`src/rtl/bist_scheduler.sv`:
```
// rtl/bist_scheduler.sv - round-robin owner arbitration and session sequencing for a shared BIST engine
module bist_scheduler #(
  parameter int TIMEOUT = 1200
) (
  input  logic       CLK,
  input  logic       RESET,
  input  logic [2:0] REQ,
  input  logic       FINISH,
  input  logic       BIST_END,
  input  logic       SIG_OK,
  output logic       START,
  output logic [2:0] GRANT,
  output logic [2:0] DONE,
  output logic [2:0] PASS,
  output logic       ERR
);

  typedef enum logic [2:0] {
    IDLE     = 3'd0,
    ARB      = 3'd1,
    LAUNCH   = 3'd2,
    WAIT_FIN = 3'd3,
    RELEASE  = 3'd4
  } state_t;

  localparam logic [10:0] WDOG_LIMIT = 11'(TIMEOUT - 1);

  state_t      state;
  state_t      state_nxt;
  logic [10:0] wdog;
  logic [1:0]  last_ptr;
  logic [1:0]  owner_idx;
  logic [2:0]  arb_pick;
  logic        load_grant;
  logic        fin_evt;
  logic        to_evt;

  // BIST_END is a status-only flag with no consumer inside this block
  logic unused_inputs;
  assign unused_inputs = BIST_END;

  // Round-robin pick: search begins one past the last granted index
  always_comb begin
    arb_pick = 3'b000;
    case (last_ptr)
      2'd0: begin
        if      (REQ[1]) arb_pick = 3'b010;
        else if (REQ[2]) arb_pick = 3'b100;
        else if (REQ[0]) arb_pick = 3'b001;
      end
      2'd1: begin
        if      (REQ[2]) arb_pick = 3'b100;
        else if (REQ[0]) arb_pick = 3'b001;
        else if (REQ[1]) arb_pick = 3'b010;
      end
      default: begin
        if      (REQ[0]) arb_pick = 3'b001;
        else if (REQ[1]) arb_pick = 3'b010;
        else if (REQ[2]) arb_pick = 3'b100;
      end
    endcase
  end

  // Binary index of the current one-hot owner
  always_comb begin
    owner_idx = 2'd0;
    if      (GRANT[1]) owner_idx = 2'd1;
    else if (GRANT[2]) owner_idx = 2'd2;
  end

  // State register, asynchronously forced to IDLE by RESET
  always_ff @(posedge CLK or posedge RESET) begin
    if (RESET) state <= IDLE;
    else       state <= state_nxt;
  end

  // Next-state and decoded outputs; START and DONE come only from state and GRANT
  always_comb begin
    state_nxt  = state;
    START      = 1'b0;
    DONE       = 3'b000;
    load_grant = 1'b0;
    fin_evt    = 1'b0;
    to_evt     = 1'b0;
    case (state)
      IDLE: begin
        if (REQ != 3'b000) state_nxt = ARB;
      end
      ARB: begin
        if (REQ == 3'b000) begin
          state_nxt = IDLE;
        end else begin
          load_grant = 1'b1;
          state_nxt  = LAUNCH;
        end
      end
      LAUNCH: begin
        START     = 1'b1;
        state_nxt = WAIT_FIN;
      end
      WAIT_FIN: begin
        START = 1'b1;
        // FINISH wins over a coincident timeout
        if (FINISH) begin
          fin_evt   = 1'b1;
          state_nxt = RELEASE;
        end else if (wdog == WDOG_LIMIT) begin
          to_evt    = 1'b1;
          state_nxt = RELEASE;
        end
      end
      RELEASE: begin
        DONE      = GRANT;
        state_nxt = IDLE;
      end
      default: state_nxt = IDLE;
    endcase
  end

  // Grant, pointer, watchdog and sticky result registers
  always_ff @(posedge CLK or posedge RESET) begin
    if (RESET) begin
      GRANT    <= 3'b000;
      PASS     <= 3'b000;
      ERR      <= 1'b0;
      wdog     <= 11'd0;
      last_ptr <= 2'd2;
    end else begin
      if (load_grant) GRANT <= arb_pick;
      if (state == RELEASE) begin
        GRANT    <= 3'b000;
        last_ptr <= owner_idx;
      end
      if (state == LAUNCH)        wdog <= 11'd0;
      else if (state == WAIT_FIN) wdog <= wdog + 11'd1;
      if (fin_evt) begin
        PASS <= (PASS & ~GRANT) | (GRANT & {3{SIG_OK}});
      end else if (to_evt) begin
        PASS <= PASS & ~GRANT;
        ERR  <= 1'b1;
      end
    end
  end

endmodule

```
`config.mk`:
```
export PLATFORM = sky130hd
export DESIGN_NAME = bist_scheduler
export DESIGN_NICKNAME = d
export VERILOG_FILES = /design/src/rtl/bist_scheduler.sv
export SDC_FILE = /design/constraint.sdc
export NUM_CORES = 1
export LEC_CHECK = 0
export CORE_ASPECT_RATIO = 1.25
export CORE_MARGIN = 1.5
export CORE_UTILIZATION = 56
export CTS_CLUSTER_SIZE = 30
export DETAILED_ROUTE_END_ITERATION = 16
export PLACE_DENSITY = 0.83
export SKIP_CTS_REPAIR_TIMING = 1
export SLEW_MARGIN = 0
export SYNTH_ARGS = -nofsm -noshare
export SYNTH_HDL_FRONTEND = slang
export SYNTH_SLANG_ARGS = --single-unit
```
`constraint.sdc`:
```
create_clock -name CLK -period 3.93 [get_ports CLK]
set_clock_uncertainty 0.05 [all_clocks]
set_input_delay 0.786 -clock CLK [delete_from_list [all_inputs] [get_ports CLK]]
set_output_delay 0.786 -clock CLK [all_outputs]
set_load 0.005 [all_outputs]
```
==> Implementation_results.wiki, run 1 <==
{| class="wikitable"
! Metric !! Value
|-
| Post-synthesis sequential element count || 23
|-
| Run status || finished, final reports clean
|-
| Number of design rule violations left after detail routing || 0
|-
| Total grt overflow || 0
|-
| Overall die width || 43.97 µm
|-
| P&R area growth vs syn || 17.89%
|-
| Worst hold path class || reg -> reg
|-
| Minimum clock period after layout || 2.707 ns
|-
| Proportion of register bits with asynchronous set or reset after synthesis || 100.0%
|-
| Clock H-tree levels || 1
|-
| Cell area power density || 582.0 nW/µm²
|-
| Count of nets left with antenna violations after detail routing || 0
|-
| List of most frequent post-synthesis cells || sky130_fd_sc_hd__dfrtp_1, sky130_fd_sc_hd__nand2_1, sky130_fd_sc_hd__nand3_1
|-
| Crit. End Element || primary output
|-
| Cell area after layout || 1385 µm²
|-
| Ys flop type || sky130_fd_sc_hd__dfrtp_1
|-
| Setup violators final || 0
|-
| Max Transition Viols Final || 0
|-
| Multiplexer fraction of the synthesized cell area || 1.704%
|-
| Unrepaired setup endpoints after global routing || false
|-
| Pin count of the biggest net entering global routing || 24
|-
| Number of antenna violations at the first check in global routing || 0
|-
| Num rows || 18
|-
| Setup TNS || 0 ns
|-
| Global-route wire length before repair || 3774 µm
|-
| Main combinational cell family by area after synthesis || simple AND/OR/NAND/NOR gates
|-
| Most common cell in the synthesized netlist || sky130_fd_sc_hd__dfrtp_1
|-
| Average footprint of a synthesized cell || 9.552 µm²
|-
| Detailed-route vias per instance || 5.821
|-
| Number of buffer cells added on primary ports || 17
|-
| Final antenna diode count || 0
|-
| Arrival time of the worst setup path || 1.87 ns
|-
| Net count of the finished layout || 152
|-
| Startpoint type of the worst setup path || register
|-
| Number of instances in the synthesized netlist || 123
|-
| Critical Path RT || 3.09 ns
|-
| Number of global-route vias before repair || 890
|-
| Number of max-capacitance violations reported || 0
|-
| Arithmetic-cell share of the synthesized area counting full adders, half adders and majority gates || 1.065%
|-
| Post-synthesis xor/xnor area fraction || 2.236%
|-
| YS warnings || 0
|-
| Transition time of the tightest slew-check pin || 0.8508 ns
|-
| Via count || 943
|-
| Clk Latency, worst-skew pair || 0.30 ns
|-
| EDFF count, synth || 0
|-
| Clock Sinks || 23
|-
| Fraction of layout cells with a size suffix above 1 || 5.634%
|-
| Nets in the synthesized netlist || 132
|-
| Final cycle utilization of the critical path || 68.88%
|-
| I/O pin cnt || 19
|-
| CTS tree || built
|-
| Fraction of the mapped netlist area in compound gates || 13.95%
|-
| Placed standard-cell area || 1359 µm²
|-
| Area share of the largest cell type after synthesis || 46.86%
|-
| Area leader, netlist || sky130_fd_sc_hd__dfrtp_1
|-
| Number of cells in the finished layout apart from fillers || 162
|-
| Worst Path Max Fanout || 6
|-
| Cell leakage power || 0.6302 nW
|-
| Number of detailed-route iterations in the first pass || 4
|-
| Timing-limited maximum frequency || 0.3694 GHz
|-
| Final Routed Wirelength || 2306 µm
|-
| Fin. Hold Viols || 0
|-
| Starting utilization of the core area || 59.28%
|-
| DP HPWL || 1696 µm
|-
| Synth cell types || 35
|-
| Headroom to the max-slew limit || 43.22%
|-
| Count of routing violations after the opening detailed-route iteration || 23
|-
| Total CTS buffers || 3
|-
| GR Util All Layers || 21.63%
|-
| Maximum buffer depth of the clock tree || 2
|-
| Top cells by area, synth || sky130_fd_sc_hd__dfrtp_1, sky130_fd_sc_hd__nand2_1, sky130_fd_sc_hd__o31ai_1
|-
| Die footprint || 2384 µm²
|-
| Netlist area before placement || 1175 µm²
|-
| Area fraction in and, or, nand and nor cells after synthesis || 28.12%
|-
| Standard cell core area || 1982 µm²
|-
| Root Buffer || sky130_fd_sc_hd__clkbuf_4
|-
| Fillers || 164
|-
| Weighted congestion at the end of routability-driven global placement || 0.8658
|-
| Clk pin slew, worst setup/hold paths || 0.11 ns
|-
| Register area share after synthesis || 49.09%
|-
| Die height || 54.21 µm
|-
| Maximum vdd drop || 437.0 µV
|-
| Post-Place Cells || 158
|-
| Post-detailed-route wirelength per cell || 14.23 µm
|-
| Startpoint-to-endpoint class of the critical path || reg -> out
|}
[report_power, final]
group          switching (mW)  internal [mW]
Combinational           0.163          0.156
Sequential             0.0796          0.304
Clock                  0.0643         0.0396
Total                   0.307          0.499
[logic make-up (layout without fill, tap and decap cells)]
group                      count (synthesis)  count (layout)
muxes                                      2               2
adders and majority gates                  1               1
and+or+nand+nor                           58              58
buffers and inverters                     11              30
DFF                                       23              23
AOI/OAI and AO/OA                         25              25
xor gates and xnor gates                   3               3
[routing by layer]
| metal | up-vias | part of all wire, % | GRT usage, % |
|---|---|---|---|
| met5 | - | 0 | 0 |
| met4 | 0 | 1.8 | 12.63 |
| li1 | 478 | - | - |
| met3 | 4 | 3.7 | 2.310 |
| met2 | 18 | 47 | 35.54 |
| met1 | 443 | 47 | 27.68 |
[worst max-delay path: stages, from the launching register on]
cell and delay (ns):
sky130_fd_sc_hd__dfrtp_1 0.48, sky130_fd_sc_hd__inv_1 0.21, sky130_fd_sc_hd__and3_1 0.25, sky130_fd_sc_hd__and2_1 0.14, sky130_fd_sc_hd__clkdlybuf4s50_1 0.49
[through the flow]
stage	util [%]	setup WS, ns	hold slack (ns)	power [mW]
after global routing	69.89	1.111	0.4703	0.8605
after floorplan	-	2.147	0.3947	0.5789
final	69.89	1.223	0.4222	0.8061
after CTS	69.89	1.215	0.4304	0.8094
after global placement	68.56	1.568	0.3986	0.6956
after detailed placement	68.56	1.569	0.4029	0.7055
[final cells by class]
class,instances,area [µm²],share of cell area (%)
Inverter,9,33.78,2.439
Timing Repair Buffer,17,170.2,12.29
Tap cell,20,25.02,1.807
Sequential cell,23,576.8,41.64
Clock buffer,4,26.28,1.897
Multi-Input combinational cell,89,553.0,39.93
[cell usage in the layout, fill, tap and decap left out, drive strengths merged, types with 3 or more instances in the layout]
cell,n
and3,3
inv,9
clkbuf,4
o21ai,5
nand2,15
nor2,9
nand3,10
nand2b,3
nor3,3
a21oi,5
dfrtp,22
o31ai,7
clkdlybuf4s50,17
[worst paths after layout]
check,from,to,slack (ns),cells after the start
setup / recovery,state[0],DONE[2],1.22,4
hold / removal,ERR,ERR,0.42,2
setup reg to reg,wdog[0],state[0],2.13,5
hold reg to reg,ERR,ERR,0.42,2
max in group asynchronous,RESET,wdog[0],2.42,2
min in group asynchronous,RESET,async pin,0.89,2
(Power assumes the default switching activity.)
==> inputs of run 2 (changes only) <==
- CORE_UTILIZATION: 56 -> 52
- PLACE_DENSITY: 0.83 -> 0.78
- clock period: 3.93 -> 2.8 ns (I/O delays scaled with it)
==> Implementation_results.wiki, run 2 (same netlist as run 1, synthesis figures left out) <==
{| class="wikitable"
! Metric !! Value
|-
| Run status || finished, final reports clean (unchanged)
|-
| Pin count of the biggest net entering global routing || 24 (unchanged)
|-
| Number of design rule violations left after detail routing || 0 (unchanged)
|-
| Most frequent standard cell in the layout excluding fill and tap cells || sky130_fd_sc_hd__dfrtp_1 (unchanged)
|-
| Met3 track demand over resource || 3.896% (was 2.310%)
|-
| Placed standard-cell area || 1373 µm² (was 1359 µm²)
|-
| Met1 global-route usage || 29.47% (was 27.68%)
|-
| Cell area power density || 814.6 nW/µm² (was 582.0 nW/µm²)
|-
| Met2 usage in global routing || 31.59% (was 35.54%)
|-
| I/O pin cnt || 19 (unchanged)
|-
| Setup violators final || 0 (unchanged)
|-
| Number of buffer cells added on primary ports || 17 (unchanged)
|-
| Arrival time of the worst setup path || 1.88 ns (was 1.87 ns)
|-
| Root Buffer || sky130_fd_sc_hd__clkbuf_4 (unchanged)
|-
| Worst hold path class || reg -> reg (unchanged)
|-
| Fraction of layout cells with a size suffix above 1 || 6.338% (was 5.634%)
|-
| Timing-limited maximum frequency || 0.4020 GHz
|-
| Global route hottest layer || met2 (unchanged)
|-
| Crit. End Element || primary output (unchanged)
|-
| Number of global-route vias before repair || 897 (was 890)
|-
| CTS tree || built (unchanged)
|-
| Clk pin slew, worst setup/hold paths || 0.13 ns (was 0.11 ns)
|-
| Final Routed Wirelength || 2361 µm (was 2306 µm)
|-
| Num rows || 19 (was 18)
|-
| Overall die width || 45.52 µm (was 43.97 µm)
|-
| Delay of the slowest cell on the worst path || 0.49 ns (about the same)
|-
| Clk Latency, worst-skew pair || 0.31 ns (was 0.30 ns)
|-
| Cells along the critical path || inv_1 > and3_1 > and2_1 > clkdlybuf4s50_1 (unchanged)
|-
| Die height || 56.15 µm (was 54.21 µm)
|-
| Startpoint type of the worst setup path || register (unchanged)
|-
| Global-route wire length before repair || 4029 µm (was 3774 µm)
|-
| Minimum clock period after layout || 2.488 ns
|-
| Standard cell core area || 2163 µm² (was 1982 µm²)
|-
| Net count of the finished layout || 152 (unchanged)
|-
| Weighted congestion at the end of routability-driven global placement || 0.8658 (unchanged)
|-
| Starting utilization of the core area || 54.31% (was 59.28%)
|-
| Fin. Hold Viols || 0 (unchanged)
|-
| Worst Path Max Fanout || 6 (unchanged)
|-
| Unrepaired setup endpoints after global routing || false (unchanged)
|-
| Final cycle utilization of the critical path || 88.85%
|-
| Cell area after layout || 1400 µm² (was 1385 µm²)
|-
| Leading cell types in the layout, fill and taps excluded || sky130_fd_sc_hd__dfrtp_1, sky130_fd_sc_hd__clkdlybuf4s50_1, sky130_fd_sc_hd__nand2_1 (unchanged)
|-
| Number of detailed-route iterations in the first pass || 4 (unchanged)
|-
| Detailed-route vias per instance || 5.699 (was 5.821)
|-
| Number of antenna violations at the first check in global routing || 0 (unchanged)
|-
| Startpoint-to-endpoint class of the critical path || reg -> out (unchanged)
|-
| Final antenna diode count || 0 (unchanged)
|-
| Max Transition Viols Final || 0 (unchanged)
|-
| Via count || 986 (was 943)
|-
| Post-detailed-route wirelength per cell || 13.65 µm (was 14.23 µm)
|-
| Number of max-capacitance violations reported || 0 (unchanged)
|-
| Headroom to the max-slew limit || 43.50% (was 43.22%)
|-
| Setup TNS || 0 ns (unchanged)
|-
| GR Util All Layers || 20.99% (was 21.63%)
|-
| P&R area growth vs syn || 19.17% (was 17.89%)
|-
| Die footprint || 2555 µm² (was 2384 µm²)
|-
| Clock H-tree levels || 1 (unchanged)
|-
| Count of routing violations after the opening detailed-route iteration || 23 (unchanged)
|-
| Maximum vdd drop || 588.6 µV (was 437.0 µV)
|-
| Slowest library cell on the worst path || sky130_fd_sc_hd__clkdlybuf4s50_1 (unchanged)
|-
| Total CTS buffers || 3 (unchanged)
|-
| Total grt overflow || 0 (unchanged)
|-
| Critical Path RT || 2.19 ns (was 3.09 ns)
|-
| Count of nets left with antenna violations after detail routing || 0 (unchanged)
|-
| Maximum buffer depth of the clock tree || 2 (unchanged)
|-
| Clock Sinks || 23 (unchanged)
|-
| Transition time of the tightest slew-check pin || 0.8466 ns (was 0.8508 ns)
|-
| Cell leakage power || 0.6330 nW (was 0.6302 nW)
|-
| DP HPWL || 1769 µm (was 1696 µm)
|}
-- run 2: cell types whose count changed in the layout (fill, tap and decap cells not counted), sizes merged --
cell	change
clkbuf	-1
clkinv	+1
-- run 2: power breakdown --
part / internal, mW / total (mW) / switching [mW]
Clock: 0.0534 / 0.156 / 0.102
Combinational: 0.218 / 0.444 / 0.226
Sequential: 0.427 / 0.541 / 0.114
-- run 2: area by class of cell --
type | instances | area, µm²
Clock buffer | 3 | 22.52
Clock inverter | 1 | 5.005
Fill cell | 167 | 763.2
Inverter | 9 | 33.78
Multi-Input combinational cell | 89 | 553.0
Sequential cell | 23 | 576.8
Tap cell | 31 | 38.79
Timing Repair Buffer | 17 | 170.2
-- run 2: final timing paths --
path                          start  endpoint  slack (ns)  cells after the start
setup / recovery           state[0]   DONE[2]        0.31                      4
hold / removal                  ERR       ERR        0.43                      2
hold reg to reg                 ERR       ERR        0.43                      2
setup reg to reg            wdog[0]  state[2]        1.03                      5
min in group asynchronous     RESET   wdog[8]        0.66                      2
max in group asynchronous     RESET  state[1]        1.52                      2
-- run 2: layer usage --
layer	wire, µm	share of wire (%)
met1	1080	46
met5	0	0
met3	83	3.5
met2	1161	49
met4	36	1.5
-- run 2: per-stage QoR --
step	power (mW)	utilization, %	std cells	hold WS [ns]	worst slack, ns
2_1_floorplan	0.8125	-	123	0.3947	1.243
3_3_place_gp	0.9746	63.45	169	0.4021	0.6724
3_5_place_dp	0.9913	63.45	169	0.4122	0.6743
4_1_cts	1.143	64.72	173	0.4371	0.3128
5_1_grt	1.239	64.72	173	0.4598	0.1552
6_report	1.141	64.72	173	0.4331	0.3122
-- run 2: critical path, delay by kind of cell (launching register included) --
kind	cells	cell delay, ns
AND/OR/NAND/NOR	2	0.39
flip-flops	1	0.48
buffers and inverters	2	0.69
==> inputs of run 3 (changes only) <==
- PLACE_DENSITY: 0.78 -> not set
- PLACE_DENSITY_LB_ADDON: not set -> 0.08
==> Implementation_results.wiki, run 3 (same netlist as run 1, synthesis figures left out) <==
{| class="wikitable"
! Metric !! Value
|-
| Crit. End Element || primary output (unchanged)
|-
| Number of global-route vias before repair || 972 (was 897)
|-
| Final Routed Wirelength || 2314 µm (was 2361 µm)
|-
| Total grt overflow || 0 (unchanged)
|-
| Detailed route wirelength on metal2 || 1208 µm (was 1161 µm)
|-
| Fin. Hold Viols || 0 (unchanged)
|-
| Delay of the slowest cell on the worst path || 0.49 ns (about the same)
|-
| Total CTS buffers || 3 (unchanged)
|-
| Run status || finished, final reports clean (unchanged)
|-
| Cells along the critical path || inv_1 > and3_1 > and2_1 > clkdlybuf4s50_1 (unchanged)
|-
| Worst Path Max Fanout || 6 (unchanged)
|-
| Met3 routed WL || 49 µm (was 83 µm)
|-
| Setup slack at placement || 0.6271 ns (was 0.6743 ns)
|-
| Minimum clock period after layout || 2.519 ns (was 2.488 ns)
|-
| Worst hold path class || reg -> reg (unchanged)
|-
| Number of buffer cells added on primary ports || 17 (unchanged)
|-
| PnR worst setup slack || 0.2809 ns (was 0.3122 ns)
|-
| Standard cell core area || 2163 µm² (unchanged)
|-
| Fraction of layout cells with a size suffix above 1 || 6.294% (was 6.338%)
|-
| DP HPWL || 1773 µm (was 1769 µm)
|-
| I/O pin cnt || 19 (unchanged)
|-
| Root Buffer || sky130_fd_sc_hd__clkbuf_4 (unchanged)
|-
| Most frequent standard cell in the layout excluding fill and tap cells || sky130_fd_sc_hd__dfrtp_1 (unchanged)
|-
| Die footprint || 2555 µm² (unchanged)
|-
| Global-route wire length before repair || 4084 µm (was 4029 µm)
|-
| Final cycle utilization of the critical path || 89.97% (was 88.85%)
|-
| Unrepaired setup endpoints after global routing || false (unchanged)
|-
| Final Hold Slack || 0.4286 ns (was 0.4331 ns)
|-
| Clk Latency, worst-skew pair || 0.30 ns (was 0.31 ns)
|-
| Switching pwr || 0.4286 mW (was 0.4423 mW)
|-
| Num rows || 19 (unchanged)
|-
| Switching Share || 37.94% (was 38.78%)
|-
| Clock H-tree levels || 1 (unchanged)
|-
| Overall die width || 45.52 µm (unchanged)
|-
| Sequential Power Share || 47.8% (was 47.4%)
|-
| Number of antenna violations at the first check in global routing || 0 (unchanged)
|-
| Fillers || 187 (was 167)
|-
| Setup violators final || 0 (unchanged)
|-
| Buffering stage count on the worst path with inverters included || 2 (unchanged)
|-
| Worst setup path startpoint || state[0] (unchanged)
|-
| Count of routing violations after the opening detailed-route iteration || 21 (was 23)
|-
| Crit-path leading delay family || buffers and inverters (unchanged)
|-
| GR Util All Layers || 20.97% (was 20.99%)
|-
| Critical Path RT || 2.19 ns (about the same)
|-
| Part of the total power dissipated in the clock network || 13.1% (was 13.6%)
|-
| Timing-limited maximum frequency || 0.3970 GHz (was 0.4020 GHz)
|-
| Number of detailed-route iterations in the first pass || 4 (unchanged)
|-
| Pin count of the biggest net entering global routing || 24 (unchanged)
|-
| Die height || 56.15 µm (unchanged)
|-
| Clock Sinks || 23 (unchanged)
|-
| Number of design rule violations left after detail routing || 0 (unchanged)
|-
| Cell area power density || 803.3 nW/µm² (was 814.6 nW/µm²)
|-
| Weighted congestion at the end of routability-driven global placement || 0.8459 (was 0.8658)
|-
| Final antenna diode count || 0 (unchanged)
|-
| Starting utilization of the core area || 54.31% (unchanged)
|-
| Fraction of power consumed by combinational cells || 39.1% (was 39.0%)
|-
| Slowest library cell on the worst path || sky130_fd_sc_hd__clkdlybuf4s50_1 (unchanged)
|-
| Via count || 980 (was 986)
|-
| Startpoint type of the worst setup path || register (unchanged)
|-
| Maximum buffer depth of the clock tree || 2 (unchanged)
|-
| Maximum vdd drop || 476.7 µV (was 588.6 µV)
|-
| Setup TNS || 0 ns (unchanged)
|-
| Clk pin slew, worst setup/hold paths || 0.12 ns (was 0.13 ns)
|-
| Uppermost layer routed || met4 (unchanged)
|-
| P&R area growth vs syn || 19.70% (was 19.17%)
|-
| Transition time of the tightest slew-check pin || 0.5737 ns (was 0.8466 ns)
|-
| Leading cell types in the layout, fill and taps excluded || sky130_fd_sc_hd__dfrtp_1, sky130_fd_sc_hd__clkdlybuf4s50_1, sky130_fd_sc_hd__nand2_1 (unchanged)
|-
| Post-Route M1 WL || 1022 µm (was 1080 µm)
|-
| Launching point of the worst reg2reg path || wdog[0] (unchanged)
|-
| CTS tree || built (unchanged)
|-
| Net count of the finished layout || 153 (was 152)
|-
| Detailed-route vias per instance || 5.632 (was 5.699)
|-
| Count of nets left with antenna violations after detail routing || 0 (unchanged)
|-
| Number of max-capacitance violations reported || 0 (unchanged)
|-
| Critical hold path startpoint || ERR (unchanged)
|-
| Design internal power || 0.7011 mW (was 0.6983 mW)
|-
| Post-detailed-route wirelength per cell || 13.30 µm (was 13.65 µm)
|-
| Startpoint-to-endpoint class of the critical path || reg -> out (unchanged)
|-
| Headroom to the max-slew limit || 61.25% (was 43.50%)
|-
| Arrival time of the worst setup path || 1.91 ns (was 1.88 ns)
|-
| Cell leakage power || 0.6351 nW (was 0.6330 nW)
|-
| Max Transition Viols Final || 0 (unchanged)
|}
==> run 3: cell count changes in the layout (fill, tap and decap cells not counted) <==
cell                       delta
sky130_fd_sc_hd__clkbuf_1     +1
sky130_fd_sc_hd__clkinv_2     -1
sky130_fd_sc_hd__buf_4        +1
==> run 3: layout make-up <==
class | instances | area [µm²] | area share, %
sequential | 23 | 576.8 | 41.01
tap | 31 | 38.79 | 2.758
clock buffer | 4 | 26.28 | 1.868
timing repair buffer | 18 | 177.7 | 12.63
multi-input combinational | 89 | 553.0 | 39.32
inverter | 9 | 33.78 | 2.402
==> run 3: path summary, 6_finish.rpt <==
path                                to  slack (ns)  depth (start not counted)
max                            DONE[2]        0.28                          4
min                                ERR        0.43                          2
max reg2reg                   state[2]        1.02                          5
min reg2reg                        ERR        0.43                          2
max in group asynchronous  last_ptr[1]        1.87                          3
min in group asynchronous      wdog[3]        0.55                          3
==> run 3: power groups by stage <==
stage | logic (mW) | clock network [mW] | registers [mW]
3_5_place_dp | 0.447 | 0 | 0.548
6_report | 0.442 | 0.148 | 0.540
3_3_place_gp | 0.439 | 0 | 0.542
2_1_floorplan | 0.288 | 0 | 0.525
5_1_grt | 0.494 | 0.171 | 0.559
4_1_cts | 0.449 | 0.156 | 0.540
==> run 3: worst reg2reg max path, stage by stage, from the launching register on <==
cell	delay (ns)
sky130_fd_sc_hd__dfrtp_1	0.43
sky130_fd_sc_hd__ha_1	0.26
sky130_fd_sc_hd__and4b_1	0.21
sky130_fd_sc_hd__a41oi_1	0.52
sky130_fd_sc_hd__nand2b_1	0.18
sky130_fd_sc_hd__inv_1	0.04
==> run 3: metal layers <==
metal  up-vias  global-route usage [%]
li1        476                       -
met1       485                   28.15
met2        15                   33.40
met3         4                   1.948
met4         0                   8.824
met5         -                       0
==> run 3: through the flow <==
stage          utilization [%]  cell area (µm²)  cells  power [mW]
2_1_floorplan                -             1175    123      0.8125
3_3_place_gp             63.79             1380    170      0.9807
3_5_place_dp             63.79             1380    170      0.9946
4_1_cts                  65.01             1406    174       1.146
5_1_grt                  65.01             1406    174       1.223
6_report                 65.01             1406    174       1.130
